## config.mk

```make
export PLATFORM = sky130hd
export DESIGN_NAME = dcache_req_arbiter
export DESIGN_NICKNAME = d
export VERILOG_FILES = /design/src/rtl/dcache_arb_pkg.sv /design/src/rtl/rr_arbiter.sv /design/src/rtl/dcache_req_arbiter.sv
export SDC_FILE = /design/constraint.sdc
export NUM_CORES = 1
export LEC_CHECK = 0
export CAP_MARGIN = 20
export CORE_AREA = 2 2 273 275
export DETAILED_ROUTE_END_ITERATION = 6
export DIE_AREA = 0 0 275 277
export GPL_TIMING_DRIVEN = 0
export MAX_ROUTING_LAYER = met4
export SETUP_SLACK_MARGIN = 0.2
export SKIP_CTS_REPAIR_TIMING = 1
export SYNTH_ARGS = -nofsm -noshare
export SYNTH_HDL_FRONTEND = slang
export SYNTH_SLANG_ARGS = --single-unit
```

## constraint.sdc

```tcl
create_clock -name clk_i -period 4.31 [get_ports clk_i]
set_input_delay 1.0775 -clock clk_i [delete_from_list [all_inputs] [get_ports clk_i]]
set_output_delay 1.0775 -clock clk_i [all_outputs]
set_load 0.01 [all_outputs]
```

## src/rtl/dcache_arb_pkg.sv

```systemverilog
// Shared types and sizes for the data-cache request arbiter.
package dcache_arb_pkg;

  localparam int unsigned NR_REQ    = 3;
  localparam int unsigned ADDR_W    = 64;
  localparam int unsigned DATA_W    = 64;
  localparam int unsigned BE_W      = DATA_W / 8;
  localparam int unsigned ID_W      = 3;
  localparam int unsigned POOL_SIZE = 1 << ID_W;
  localparam int unsigned SRC_W     = (NR_REQ > 1) ? $clog2(NR_REQ) : 1;

  // Output slot: everything the HPDcache sees, held stable until accepted.
  typedef struct packed {
    logic [ADDR_W-1:0] addr;
    logic              we;
    logic [BE_W-1:0]   be;
    logic [DATA_W-1:0] wdata;
    logic [ID_W-1:0]   id;
    logic [SRC_W-1:0]  src;
  } slot_t;

  // One entry per transaction ID: allocated flag and the requester that owns it.
  typedef struct packed {
    logic             valid;
    logic [SRC_W-1:0] src;
  } id_entry_t;

endpackage

```

## src/rtl/rr_arbiter.sv

```systemverilog
// Round-robin arbiter: first eligible index at or after the pointer wins,
// pointer moves to winner+1 when a grant is taken and updates are enabled.
module rr_arbiter #(
  parameter int unsigned N = 3
) (
  input  logic         clk_i,
  input  logic         rst_i,
  input  logic [N-1:0] elig_i,
  input  logic         upd_i,
  output logic [N-1:0] gnt_o
);

  localparam int unsigned PW = (N > 1) ? $clog2(N) : 1;

  logic [PW-1:0] ptr_q, ptr_d;

  // Winner search in two passes: indices at/after the pointer, then wrap to the bottom.
  always_comb begin
    int   win_hi;
    int   win_lo;
    int   win;
    logic found_hi;
    logic found_lo;
    win_hi   = 0;
    win_lo   = 0;
    win      = 0;
    found_hi = 1'b0;
    found_lo = 1'b0;
    gnt_o    = '0;
    ptr_d    = ptr_q;
    for (int i = 0; i < int'(N); i++) begin
      if (!found_hi && elig_i[i] && (i >= int'(ptr_q))) begin
        found_hi = 1'b1;
        win_hi   = i;
      end
      if (!found_lo && elig_i[i]) begin
        found_lo = 1'b1;
        win_lo   = i;
      end
    end
    win = found_hi ? win_hi : win_lo;
    for (int i = 0; i < int'(N); i++) begin
      gnt_o[i] = found_lo && (win == i);
    end
    if (upd_i && found_lo) begin
      ptr_d = (win + 1 >= int'(N)) ? '0 : PW'(win + 1);
    end
  end

  // Pointer register; index 0 has priority after reset.
  always_ff @(posedge clk_i) begin
    if (rst_i) begin
      ptr_q <= '0;
    end else begin
      ptr_q <= ptr_d;
    end
  end

endmodule

```

## src/rtl/dcache_req_arbiter.sv

```systemverilog
// Shares the HPDcache request port between the core requesters, allocates a
// transaction ID per accepted request and routes responses back by ID.
module dcache_req_arbiter
  import dcache_arb_pkg::*;
#(
  parameter int unsigned NrReq          = NR_REQ,
  parameter int unsigned AddrWidth      = ADDR_W,
  parameter int unsigned DataWidth      = DATA_W,
  parameter int unsigned IdWidth        = ID_W,
  parameter int unsigned MaxOutstanding = 4
) (
  input  logic                         clk_i,
  input  logic                         rst_i,
  input  logic [NrReq-1:0]             req_valid_i,
  output logic [NrReq-1:0]             req_ready_o,
  input  logic [NrReq*AddrWidth-1:0]   req_addr_i,
  input  logic [NrReq-1:0]             req_we_i,
  input  logic [NrReq*DataWidth/8-1:0] req_be_i,
  input  logic [NrReq*DataWidth-1:0]   req_wdata_i,
  output logic                         cache_req_valid_o,
  input  logic                         cache_req_ready_i,
  output logic [AddrWidth-1:0]         cache_req_addr_o,
  output logic                         cache_req_we_o,
  output logic [DataWidth/8-1:0]       cache_req_be_o,
  output logic [DataWidth-1:0]         cache_req_wdata_o,
  output logic [IdWidth-1:0]           cache_req_id_o,
  input  logic                         cache_rsp_valid_i,
  input  logic [IdWidth-1:0]           cache_rsp_id_i,
  input  logic [DataWidth-1:0]         cache_rsp_rdata_i,
  input  logic                         cache_rsp_error_i,
  output logic [NrReq-1:0]             rsp_valid_o,
  output logic [DataWidth-1:0]         rsp_rdata_o,
  output logic                         rsp_error_o,
  input  logic                         flush_i,
  output logic                         idle_o,
  output logic                         id_err_o
);

  localparam int unsigned BeWidth = DataWidth / 8;
  localparam int unsigned Pool    = 1 << IdWidth;
  localparam int unsigned SrcW    = (NrReq > 1) ? $clog2(NrReq) : 1;
  localparam int unsigned CntW    = $clog2(MaxOutstanding + 1);

  slot_t            slot_q, slot_d;
  logic             slot_vld_q, slot_vld_d;
  id_entry_t        id_tbl_q [Pool];
  id_entry_t        id_tbl_d [Pool];
  logic [CntW-1:0]  outst_q [NrReq];
  logic [CntW-1:0]  outst_d [NrReq];
  logic             id_err_q, id_err_d;

  logic             slot_free;
  logic [Pool-1:0]  id_bitmap;
  logic             any_free;
  logic [IdWidth-1:0] free_id;
  logic [NrReq-1:0] elig;
  logic [NrReq-1:0] gnt;
  logic [SrcW-1:0]  win_src;
  id_entry_t        rsp_entry;
  logic             rsp_hit;

  rr_arbiter #(.N(NrReq)) u_rr (
    .clk_i  (clk_i),
    .rst_i  (rst_i),
    .elig_i (elig),
    .upd_i  (1'b1),
    .gnt_o  (gnt)
  );

  // Free-ID search (lowest free wins) and requester eligibility.
  always_comb begin
    id_bitmap = '0;
    free_id   = '0;
    for (int i = 0; i < int'(Pool); i++) begin
      id_bitmap[i] = id_tbl_q[i].valid;
    end
    for (int i = int'(Pool) - 1; i >= 0; i--) begin
      if (!id_tbl_q[i].valid) free_id = IdWidth'(i);
    end
    any_free  = ~&id_bitmap;
    slot_free = ~slot_vld_q | cache_req_ready_i;
    for (int i = 0; i < NrReq; i++) begin
      elig[i] = req_valid_i[i] && (outst_q[i] < CntW'(MaxOutstanding)) &&
                any_free && slot_free && !flush_i;
    end
  end

  // Response lookup, slot/ID-table/counter next state.
  always_comb begin
    rsp_entry  = id_tbl_q[cache_rsp_id_i];
    rsp_hit    = cache_rsp_valid_i && rsp_entry.valid;
    id_err_d   = id_err_q | (cache_rsp_valid_i & ~rsp_entry.valid);

    win_src = '0;
    for (int i = 0; i < NrReq; i++) begin
      if (gnt[i]) win_src = SrcW'(i);
    end

    slot_d     = slot_q;
    slot_vld_d = slot_vld_q & ~cache_req_ready_i;
    if (|gnt) begin
      slot_vld_d = 1'b1;
      slot_d.id  = free_id;
      slot_d.src = win_src;
      for (int i = 0; i < NrReq; i++) begin
        if (gnt[i]) begin
          slot_d.addr  = req_addr_i[i*AddrWidth +: AddrWidth];
          slot_d.we    = req_we_i[i];
          slot_d.be    = req_be_i[i*BeWidth +: BeWidth];
          slot_d.wdata = req_wdata_i[i*DataWidth +: DataWidth];
        end
      end
    end

    // The freed ID is never free_id: free_id was unallocated, the responding one was not.
    for (int i = 0; i < int'(Pool); i++) begin
      id_tbl_d[i] = id_tbl_q[i];
    end
    if (rsp_hit) id_tbl_d[cache_rsp_id_i].valid = 1'b0;
    if (|gnt) begin
      id_tbl_d[free_id].valid = 1'b1;
      id_tbl_d[free_id].src   = win_src;
    end

    for (int i = 0; i < NrReq; i++) begin
      outst_d[i]     = outst_q[i];
      rsp_valid_o[i] = rsp_hit && (rsp_entry.src == SrcW'(i));
      if (gnt[i] && !rsp_valid_o[i]) begin
        outst_d[i] = outst_q[i] + CntW'(1);
      end else if (!gnt[i] && rsp_valid_o[i]) begin
        outst_d[i] = outst_q[i] - CntW'(1);
      end
    end
  end

  // State registers; reset discards every in-flight transaction.
  always_ff @(posedge clk_i) begin
    if (rst_i) begin
      slot_q     <= '0;
      slot_vld_q <= 1'b0;
      id_err_q   <= 1'b0;
      for (int i = 0; i < int'(Pool); i++) id_tbl_q[i] <= '0;
      for (int i = 0; i < NrReq; i++) outst_q[i] <= '0;
    end else begin
      slot_q     <= slot_d;
      slot_vld_q <= slot_vld_d;
      id_err_q   <= id_err_d;
      for (int i = 0; i < int'(Pool); i++) id_tbl_q[i] <= id_tbl_d[i];
      for (int i = 0; i < NrReq; i++) outst_q[i] <= outst_d[i];
    end
  end

  assign req_ready_o       = gnt;
  assign cache_req_valid_o = slot_vld_q;
  assign cache_req_addr_o  = slot_q.addr;
  assign cache_req_we_o    = slot_q.we;
  assign cache_req_be_o    = slot_q.be;
  assign cache_req_wdata_o = slot_q.wdata;
  assign cache_req_id_o    = slot_q.id;
  assign rsp_rdata_o       = rsp_hit ? cache_rsp_rdata_i : '0;
  assign rsp_error_o       = rsp_hit & cache_rsp_error_i;
  assign idle_o            = ~slot_vld_q & ~|id_bitmap;
  assign id_err_o          = id_err_q;

endmodule

```

==> out/metrics.cfg, run 1 <==
[floorplan]
ios = 701
start_util_pct = 12.3
die_h_um = 277
dieArea_sq_mm = 0.0762
num_rows = 100
die_x_um = 275
core_sq_mm = 0.0736

[clocking]
cts_made_buffers = 17
ctsHtreeMaxLevel = 4
clk_latency_ns = 0.49
cts.sinks = 177
clkTransAtPathRegs_ns = 0.08
root_buffer = clkbuf_16
cts_buffer_depth = 2
cts_tree = done

[final_layout]
fillCellCount = 7991
post-route-util_pct = 24.6
fin_nets = 2209
drive_gt1_share_pct = 9.72
syn2layout_area_growth_pct = 99.6

[global_route]
grt_remaining_overflow = 0
grt_pass1_wl_um = 73700
antenna_found_initial = 9
grt_usage_pct = 13.8
grt_pass1_vias = 10674
grt_max_degree = 21

[synth]
synth_top_family_by_area = simple AND/OR/NAND/NOR gates
yosysSeqAreaShare_pct = 39.1
yosys.area.top_type = dfxtp_1
synth_area_sq_mm = 0.00907
avgSynthCellArea_sq_um = 9.14
synth_top_area_share_pct = 39.1
syn_nets = 1486
synthTopCellsByCount = dfxtp_1, nor2_1, mux2i_1, a22oi_1, o21ai_1
synth_area_leaders = dfxtp_1, mux2i_1, a22oi_1
yosys.cell_count.top_type = dfxtp_1
synth_cell_types = 55
muxShareOfSynthArea_pct = 11.7
synth_compound_gate_area_share_pct = 20.0
synth-adder-area-share_pct = 1.08
syn_inst = 993
ys_async_sr_fraction_pct = 0
ys_ff_latch = 177
synth_xor_area_share_pct = 0.579
synthSimpleGateAreaFrac_pct = 21.1
synthFlopType = dfxtp_1
ys_warn_count = 0
synth_edf_count = 0

[sta]
skew_ns = 0.0182
setup_viol = 0
hold_viol_final = 0
finalMaxSlewViolations = 0
clock.fmax_ghz = 0.241
worst_pin_slew_ns = 1.01
fin_ws_ns = 0.166
relSlewSlack_pct = 32.7
finalCritPeriodShare_pct = 96.2
min_period_ns = 4.14
rsz0062_at_grt = true

[placement]
place_hpwl_um = 43100
portBuffers = 698
dp_slack_ns = -1.01
gp_congestion = 0.831

[setup_path]
cp.arrival_ns = 3.07
critPathLaunchType = input port
crit_required_ns = 3.23
crit_type = input port to output pin
slowest_delay_ns = 0.58
path_delay_family = buffers and inverters
worstPathCellList = clkbuf_4 > mux2i_1 > o2bb2ai_2 > a22oi_2 > buf_4 > a21boi_4 > buf_12 > buf_6 > and2_1 > clkdlybuf4s50_1
slowest_stage = clkdlybuf4s50_1
critPathMaxFanout = 10
end_kind = output pin
critPathBufInv = 5

[min_path]
hp-class = register to register

[pwr]
ir_worst_vdd_uv = 204
powerDensity_mw_per_mm2 = 280
p_leak_nw = 7.22

[routing]
firstDrtPassIters = 5
drc = 0
vias = 10552
drtIter0Drc = 476
wl_per_cell_um = 19.7
ant_nets = 0
via_per_inst = 3.90
wl_um = 53100

[job]
cap_violations = 0

[status]
outcome = finished clean

-- area by class of cell --
cell class                      instances  area, sq um  area share (%)
Tap cell                              969         1210            6.69
Antenna cell                            5         12.5          0.0691
Clock inverter                         15          188            1.04
Multi-Input combinational cell        720         5020            27.7
Inverter                               10         37.5           0.207
Sequential cell                       177         3540            19.6
Timing Repair Buffer                  704         7070            39.0
Clock buffer                           17          425            2.35
Buffer                                 86          602            3.32
-- per-stage QoR --
| step | instances | hold slack (ns) | TNS [ns] | total power [mW] | area (sq um) |
|---|---|---|---|---|---|
| final | 2703 | 0.463 | 0 | 5.08 | 18100 |
| after global routing | 2703 | 0.488 | 0 | 5.33 | 18100 |
| after CTS | 2692 | 0.467 | -54.96 | 5.18 | 17900 |
| after detailed placement | 2660 | 0.456 | -55.66 | 3.44 | 17300 |
| after global placement | 2660 | 0.443 | -55.13 | 3.44 | 17300 |
| after floorplan | 993 | 0.434 | 0 | 2.46 | 9070 |
-- tightest hold or removal path, cell delays in order, from the launching register on --
cell     delay (ns)
dfxtp_1        0.31
nand2_1        0.05
mux2i_1        0.05
-- cell usage in the layout (no fill, tap or decap), types with 17 or more instances in the layout --
master	count
and2_1	65
a21oi_1	21
nand2_1	31
clkbuf_16	17
clkdlybuf4s50_1	678
nor2_1	121
dfxtp_1	177
buf_6	19
buf_2	18
dlymetal6s2s_1	17
nor4_2	40
o21ai_0	30
a22oi_1	86
clkbuf_1	19
o22ai_1	53
o21ai_1	68
mux2i_1	99
-- registers in the layout, indices dropped and copies added (netlist names), 2 cells and up --
name / flops
cache_req_addr_o: 64
cache_req_be_o: 8
cache_req_id_o: 3
cache_req_wdata_o: 64
id_tbl_q: 24
outst_q: 9
u_rr.ptr_q: 2
-- kinds of logic (layout without fill, tap and decap cells) --
family	Yosys count	after routing
buffers and inverters	96	832
flip-flops	177	177
AND/OR/NAND/NOR	323	323
other	0	5
XOR/XNOR	6	6
multiplexers	103	103
adder cells (fa/ha/maj)	6	6
AO/OA/AOI/OAI	282	282
-- worst paths after layout --
| kind | startpoint | depth (start not counted) | end | slack (ns) |
|---|---|---|---|---|
| worst min register to register | id_tbl_q[2][0] | 2 | id_tbl_q[2][0] | 0.46 |
| worst min-delay path | id_tbl_q[2][0] | 2 | id_tbl_q[2][0] | 0.46 |
| worst max-delay path | cache_rsp_id_i[1] | 10 | rsp_rdata_o[3] | 0.17 |
| worst max register to register | id_tbl_q[2][2] | 13 | outst_q[0][2] | 1.29 |
-- layer usage --
layer,GRT usage (%),up-vias,routed length (um)
met1,15.8,4891,22300
met2,22.6,503,25300
met3,4.53,59,4210
met5,-,-,0
li1,-,5099,-
met4,4.57,0,1340
-- report_power, final --
group          leakage (nW)  switching (mW)  internal [mW]
Combinational          5.47           0.640          0.880
Clock                 0.298           0.878          0.790
Sequential             1.46          0.0974           1.79
(Power assumes the default switching activity.)
==> inputs of run 2 (changes only) <==
--- a/config.mk
+++ b/config.mk
@@ -11,8 +11,8 @@
 export DIE_AREA = 0 0 275 277
 export GPL_TIMING_DRIVEN = 0
 export MAX_ROUTING_LAYER = met4
-export SETUP_SLACK_MARGIN = 0.2
 export SKIP_CTS_REPAIR_TIMING = 1
 export SYNTH_ARGS = -nofsm -noshare
 export SYNTH_HDL_FRONTEND = slang
 export SYNTH_SLANG_ARGS = --single-unit
+export TNS_END_PERCENT = 10
==> run 2 against run 1 <==
Effect of this change: sequential cell count unchanged; critical path type unchanged; largest cell class unchanged; clock power is essentially flat; clock-buffer cell count unchanged.
==> out/metrics.cfg, run 2 (synthesized netlist as in run 1, its figures left out) <==
[sta]
worst_pin_slew_ns = 1.01
min_period_ns = 4.26
rsz0062_at_grt = true
finalMaxSlewViolations = 0
hold_viol_final = 0
skew_ns = 0.0186
clock.fmax_ghz = 0.235
relSlewSlack_pct = 32.6
setup_viol = 0
finalCritPeriodShare_pct = 98.9
fin_hold_ws_ns = 0.464

[min_path]
hp-class = register to register
min_path_cells = 2
min_to = id_tbl_q[2][0]
hp-start = id_tbl_q[2][0]

[routing]
drtIter0Drc = 524
drc = 0
wl_per_cell_um = 19.6
firstDrtPassIters = 5
wl_um = 53000
ant_nets = 0
via_per_inst = 3.90
vias = 10510

[clocking]
cts.sinks = 177
cts_made_buffers = 17
root_buffer = clkbuf_16
ctsHtreeMaxLevel = 4
clkTransAtPathRegs_ns = 0.08
cts_tree = done
cts_buffer_depth = 2
clk_latency_ns = 0.49

[pwr]
p_leak_nw = 6.95
ir_worst_vdd_uv = 204
power_mw = 5.08
powerDensity_mw_per_mm2 = 282

[floorplan]
num_rows = 100
start_util_pct = 12.3
core_sq_mm = 0.0736
ios = 701
die_h_um = 277
dieArea_sq_mm = 0.0762
die_x_um = 275

[status]
outcome = finished clean

[final_layout]
instances_no_fill = 2698
final_common_cell = clkdlybuf4s50_1
layout_common_cells = clkdlybuf4s50_1, dfxtp_1, nor2_1, mux2i_1, a22oi_1
drive_gt1_share_pct = 8.87
syn2layout_area_growth_pct = 98.4
fillCellCount = 8004
fin_nets = 2204
fin_area_sq_mm = 0.0180

[setup_path]
crit_required_ns = 3.23
cp.arrival_ns = 3.19
critPathMaxFanout = 10
critPathLaunchType = input port
slowest_delay_ns = 0.55
crit_type = input port to output pin
slowest_stage = clkdlybuf4s50_1
r2r_start = id_tbl_q[2][2]
reg2reg_slack_ns = 1.21
end_kind = output pin
worstReg2RegEnd = outst_q[0][2]
worstPathCellList = buf_2 > mux2i_1 > o21ai_0 > a22oi_2 > a21boi_4 > buf_12 > buf_1 > and2_1 > clkdlybuf4s50_1
reg2reg_depth = 13

[placement]
place_hpwl_um = 43100
dpl.cell_count = 2660
portBuffers = 698
gp_congestion = 0.831
place_area_sq_mm = 0.0173

[global_route]
grt_max_degree = 21
grt_usage_pct = 13.8
grt_remaining_overflow = 0
grt_pass1_vias = 10674
grt_pass1_wl_um = 73700
antenna_found_initial = 10

[job]
cap_violations = 0

==> run 2: cell types whose count changed in the layout (fill, tap and decap cells not counted), moves of 2 or more <==
cell,previous run,this run
buf_4,15,9
clkbuf_4,8,3
buf_6,19,17
inv_1,6,8
clkbuf_1,19,22
inv_2,3,1
dlymetal6s2s_1,17,5
buf_2,18,20
clkdlybuf4s50_1,678,692
==> run 2: metal layers <==
layer / vias to the layer above / global-route usage [%] / wire, um
met2: 492 / 22.6 / 25300
met3: 55 / 4.53 / 4230
met1: 4877 / 15.8 / 22200
li1: 5086 / - / -
met4: 0 / 4.57 / 1270
met5: - / - / 0
==> run 2: final cells by class <==
type / count / area [sq um] / area share (%)
Multi-Input combinational cell: 720 / 5000 / 27.8
Inverter: 10 / 37.5 / 0.209
Tap cell: 969 / 1210 / 6.74
Antenna cell: 5 / 12.5 / 0.0695
Clock buffer: 17 / 425 / 2.36
Clock inverter: 15 / 188 / 1.04
Sequential cell: 177 / 3540 / 19.7
Timing Repair Buffer: 699 / 7010 / 39.0
Buffer: 86 / 569 / 3.16
==> run 2: worst max path at each step <==
stage / from / end / slack, ns / cells after the start
after floorplan: cache_rsp_id_i[1] / outst_q[0][5] / 0.75 / 13
after global placement: cache_rsp_id_i[2] / rsp_rdata_o[4] / -0.99 / 8
after detailed placement: cache_rsp_id_i[2] / rsp_rdata_o[4] / -1.01 / 8
after CTS: cache_rsp_id_i[2] / rsp_rdata_o[4] / -1.02 / 8
after global routing: cache_rsp_id_i[1] / rsp_rdata_o[14] / -0.04 / 9
final: cache_rsp_id_i[1] / rsp_rdata_o[20] / 0.05 / 9
==> run 2: critical path: cells and delay by family <==
family | cells | cell delay, ns
simple gates | 1 | 0.23
buf+inv | 4 | 1.16
compound gates | 3 | 0.57
mux | 1 | 0.13
==> run 2: report_power, final <==
group | internal, mW | switching, mW
sequential | 1.79 | 0.0968
clock | 0.790 | 0.882
combinational | 0.878 | 0.639
total | 3.46 | 1.62
==> run 2: metrics by stage <==
step | util (%) | worst slack, ns | TNS [ns]
CTS | 24.3 | -1.02 | -54.96
global placement | 23.5 | -0.990 | -55.13
floorplan | - | 0.749 | 0
global route | 24.5 | -0.0400 | -0.338
detailed placement | 23.5 | -1.01 | -55.66
finish | 24.5 | 0.0460 | 0
==> patch 1, RTL diff (config.mk and constraints of run 1) <==
Make the reset (`rst_i`) asynchronous in 2 clocked blocks.
--- a/src/rtl/rr_arbiter.sv
+++ b/src/rtl/rr_arbiter.sv
@@ -48,7 +48,7 @@
   end
 
   // Pointer register; index 0 has priority after reset.
-  always_ff @(posedge clk_i) begin
+  always_ff @(posedge clk_i or posedge rst_i) begin
     if (rst_i) begin
       ptr_q <= '0;
     end else begin
--- a/src/rtl/dcache_req_arbiter.sv
+++ b/src/rtl/dcache_req_arbiter.sv
@@ -134,7 +134,7 @@
   end
 
   // State registers; reset discards every in-flight transaction.
-  always_ff @(posedge clk_i) begin
+  always_ff @(posedge clk_i or posedge rst_i) begin
     if (rst_i) begin
       slot_q     <= '0;
       slot_vld_q <= 1'b0;
Formal check against the unedited RTL: differs if rst_i is asserted again (counterexample within 4 cycles, from zero or initial values and one cycle with rst_i high); with rst_i held inactive, the same outputs for 4 cycles.
==> patch 1 against run 1 <==
Count of clock-buffer cells in the layout did not move. Cell area grew 8.5%. Die area stayed put. Sequential cell count is the same. Global-route usage grew 0.48 points. Sequential share of layout area rose by 3.0 points. Fmax is 1.3% higher. Clock skew increased by 0.0047 ns. Worst setup slack better by 0.055 ns. Routed wire length increased by 2.6%. Critical path depth shrank 1. Area after synthesis grew 14%. First-iteration DRC count grew 38%. Highest routed layer unchanged.
Power is not compared: it rests on default switching activity, and its combinational part moved more than twofold at a synthesized area within 25%.
==> patch 1: results (changes against run 1) <==
| Metric | Value |
|---|---|
| Synth Area in Compound Gates | `22.8% (+2.8 points)` |
| Via total after detailed routing | `11.4k (+7.8%)` |
| CP endpoint | `rsp_rdata_o[24]` |
| Grt met2 use | `22.6% (about the same)` |
| Syn_nets | `1558 (+4.8%)` |
| Pin count of the biggest net entering global routing | `39 (+86%)` |
| Dpl hpwl | `43700 um (+1.5%)` |
| Area of the multi-input gates | `4990 um^2 (-0.55%)` |
| Hold Path Sink | `id_tbl_q[12]$_DFFE_PP0P_` |
| Layout Cell Area excl Fill | `19600 um^2 (+8.5%)` |
| Synth unique cells | `61 (+11%)` |
| Worst R2R Path Depth | `7 (-6)` |
| R2R Path Start | `id_bitmap[1]$_DFF_PP0_` |
| Post-synthesis mux area share | `14.8% (+3.1 points)` |
| M3 GR Usage | `4.02% (-0.50 points)` |
| Final Skew | `0.0230 ns (+0.00473 ns)` |
| Largest cells by area after synthesis | `dfrtp_1 (43%), mux2i_1 (14%), o221ai_1 (12%)` |
| Worst hold path depth | `1 (-1)` |
| Filler cells | `7907 (-1.1%)` |
| First-pass GRT wire length | `77700 um (+5.4%)` |
| Layout cells sized above 1 | `5.98% (-3.7 points)` |
| Number of diodes | `3 (-2)` |
| Non-clock buffers | `805 (+1.9%)` |
| Status | `completed` |
| Synth top cells by count | `dfrtp_1 (177), o21ai_0 (152), inv_1 (148), mux2i_1 (143), o221ai_1 (138)` |
| Synth Area in Adders | `0.940% (-0.14 points)` |
| M1 WL | `23100 um (+3.9%)` |
| Wire length on met3 | `3880 um (-7.7%)` |
| Slowest stage delay, CP | `0.53 ns (-0.05 ns)` |
| Clk tree area frac | `3.01% (-0.37 points)` |
| Initial DRC count | `657 (+38%)` |
| Nets | `2286 (+3.5%)` |
| R2R Setup Slk | `1.15 ns (-0.14 ns)` |
| HP Start | `id_tbl_q[12]$_DFFE_PP0P_` |
| Post-DP Area | `18700 um^2 (+8.2%)` |
| DR WL/cell | `19.6 um (-0.19%)` |
| Post-synth ARST share | `100% (+100 points)` |
| Worst flop-to-flop path endpoint | `cache_req_addr_o[46]$_DFFE_PP0P_` |
| Post-Synth XOR/XNOR Area | `0.844% (+0.26 points)` |
## patch 1: cell count changes after synthesis, sizes merged, moves of 56 or more
cell / change
dfrtp: +177
dfxtp: -177
o21ai: +56
a22oi: -87
inv: +140
nor2: -113
o221ai: +138
## patch 1: worst max-delay path: cells and delay by family
kind            cells  cell delay, ns
mux                 1            0.19
compound gates      2            0.44
simple gates        1            0.14
buf+inv             5            1.15
## patch 1: stage by stage
stage / std cells / total power [mW] / worst slack (ns)
after floorplan: 1065 / 4.96 / 0.632
after global placement: 2733 / 7.80 / -0.912
after detailed placement: 2737 / 7.82 / -0.803
after CTS: 2769 / 9.56 / -0.824
after global routing: 2775 / 10.1 / 0.167
final: 2778 / 9.50 / 0.221
## patch 1: power by group
| part | switching (mW) | internal [mW] |
|---|---|---|
| Clock | 0.829 | 0.827 |
| Combinational | 2.35 | 2.58 |
| Sequential | 0.474 | 2.44 |
| Total | 3.65 | 5.84 |
==> patch 2, RTL diff (settings of run 1) <==
Made on the original files. `ID_W`: 3 -> 4.
--- a/src/rtl/dcache_arb_pkg.sv
+++ b/src/rtl/dcache_arb_pkg.sv
@@ -5,7 +5,7 @@
   localparam int unsigned ADDR_W    = 64;
   localparam int unsigned DATA_W    = 64;
   localparam int unsigned BE_W      = DATA_W / 8;
-  localparam int unsigned ID_W      = 3;
+  localparam int unsigned ID_W      = 4;
   localparam int unsigned POOL_SIZE = 1 << ID_W;
   localparam int unsigned SRC_W     = (NR_REQ > 1) ? $clog2(NR_REQ) : 1;
 
Interface: changed (resized cache_req_id_o and cache_rsp_id_i); port bits go from 701 to 703. No check against the original RTL was run, so the function may have changed too.
==> patch 2 against run 1 <==
Routed wire length up 23%. Non-clock buffer count is 54 higher. Hold slack got worse by 0.0059 ns. Sequential cell count up 25. Global-route usage grew 2.5 points. Cell area rose by 15%. Power increased by 32%. Die area is the same. Area after synthesis is 26% higher. Worst setup slack worse by 0.078 ns. Largest power group is now the clock network.
==> patch 2: results (changes against run 1) <==
| Metric | Value |
|---|---|
| Vias in the first global route | `13.8k (+30%)` |
| R2R Setup Slk | `0.82 ns (-0.47 ns)` |
| IO Port Bufs | `699 (+0.14%)` |
| Vias per cell | `4.32 (+11%)` |
| Via total after detailed routing | `14.1k (+33%)` |
| Worst skew pair latency | `0.58 ns (+0.09 ns)` |
| Internal power | `4.63 mW (+34%)` |
| Slowest stage delay, CP | `0.50 ns (-0.08 ns)` |
| Slack of the critical path | `0.0876 ns (-0.0781 ns)` |
| Worst VDD drop | `0.000255 V (+25%)` |
| Worst R2R Path Depth | `14 (+1)` |
| Final hold slack | `0.457 ns (-0.00586 ns)` |
| Synth-to-layout area growth | `82.6%` |
| Final Skew | `0.0231 ns (+0.00488 ns)` |
| Syn_nets | `2011 (+35%)` |
| Pleak | `9.03 nW (+25%)` |
| Synth unique cells | `51 (-7.3%)` |
| R2R Path Start | `id_tbl_q[5][2]$_SDFF_PP0_` |
| Cts bufs inserted | `27 (+10)` |
| Register area share after synthesis | `35.4% (-3.6 points)` |
| Placed cells | `3188 (+20%)` |
| Layout cells sized above 1 | `8.77% (-0.94 points)` |
| GP Congestion | `0.916 (+10%)` |
| Initial DRC count | `737 (+55%)` |
| Dpl hpwl | `52800 um (+23%)` |
| Status | `completed` |
| CP endpoint | `rsp_rdata_o[49]` |
| HP Start | `id_tbl_q[6][1]$_SDFFE_PP0P_` |
| Hold Path Sink | `id_tbl_q[6][1]$_SDFFE_PP0P_` |
| Nets | `2753 (+25%)` |
| Initial antenna violation count | `5 (-4)` |
-- patch 2: changes by cell type after synthesis, sizes merged, moves of 48 or more --
| cell | delta |
|---|---|
| nor4 | -48 |
| o22ai | -53 |
| a21oi | +283 |
| clkbuf | +60 |
| a22o | +138 |
| o21ai | +62 |
| inv | +140 |
| a22oi | -87 |
| mux2i | -64 |
-- patch 2: cell families after synthesis --
group / after synthesis / share of synthesized area [%]
AO/OA/AOI/OAI: 623 / 32.5
XOR/XNOR: 6 / 0.460
adder cells (fa/ha/maj): 6 / 0.855
buffers and inverters: 280 / 9.85
flip-flops: 202 / 35.4
multiplexers: 52 / 5.82
AND/OR/NAND/NOR: 348 / 15.1
-- patch 2: power by group through the flow --
stage               Sequential [mW]  Clock, mW  Combinational, mW
finish                         2.17       2.55               1.98
global route                   2.19       2.68               2.12
CTS                            2.17       2.62               1.97
detailed placement             2.20          0               1.96
global placement               2.20          0               1.95
floorplan                      2.25          0              0.698
-- patch 2: area by class of cell --
type | instances | area share, %
Clock inverter | 15 | 1.10
Clock buffer | 35 | 3.72
Tap cell | 969 | 5.82
Timing Repair Buffer | 713 | 33.7
Inverter | 149 | 2.68
Sequential cell | 202 | 19.4
Antenna cell | 5 | 0.0600
Buffer | 131 | 2.96
Multi-Input combinational cell | 1035 | 30.5
-- patch 2: per-layer routing --
| layer | vias to the layer above | GRT usage, % | routed length, um | part of all wire [%] |
|---|---|---|---|---|
| met2 | 686 | 26.7 | 30100 | 46 |
| met3 | 103 | 3.90 | 5760 | 8.8 |
| met1 | 6493 | 19.6 | 27400 | 42 |
| met5 | - | - | 0 | 0 |
| li1 | 6774 | - | - | - |
| met4 | 0 | 5.71 | 2310 | 3.5 |
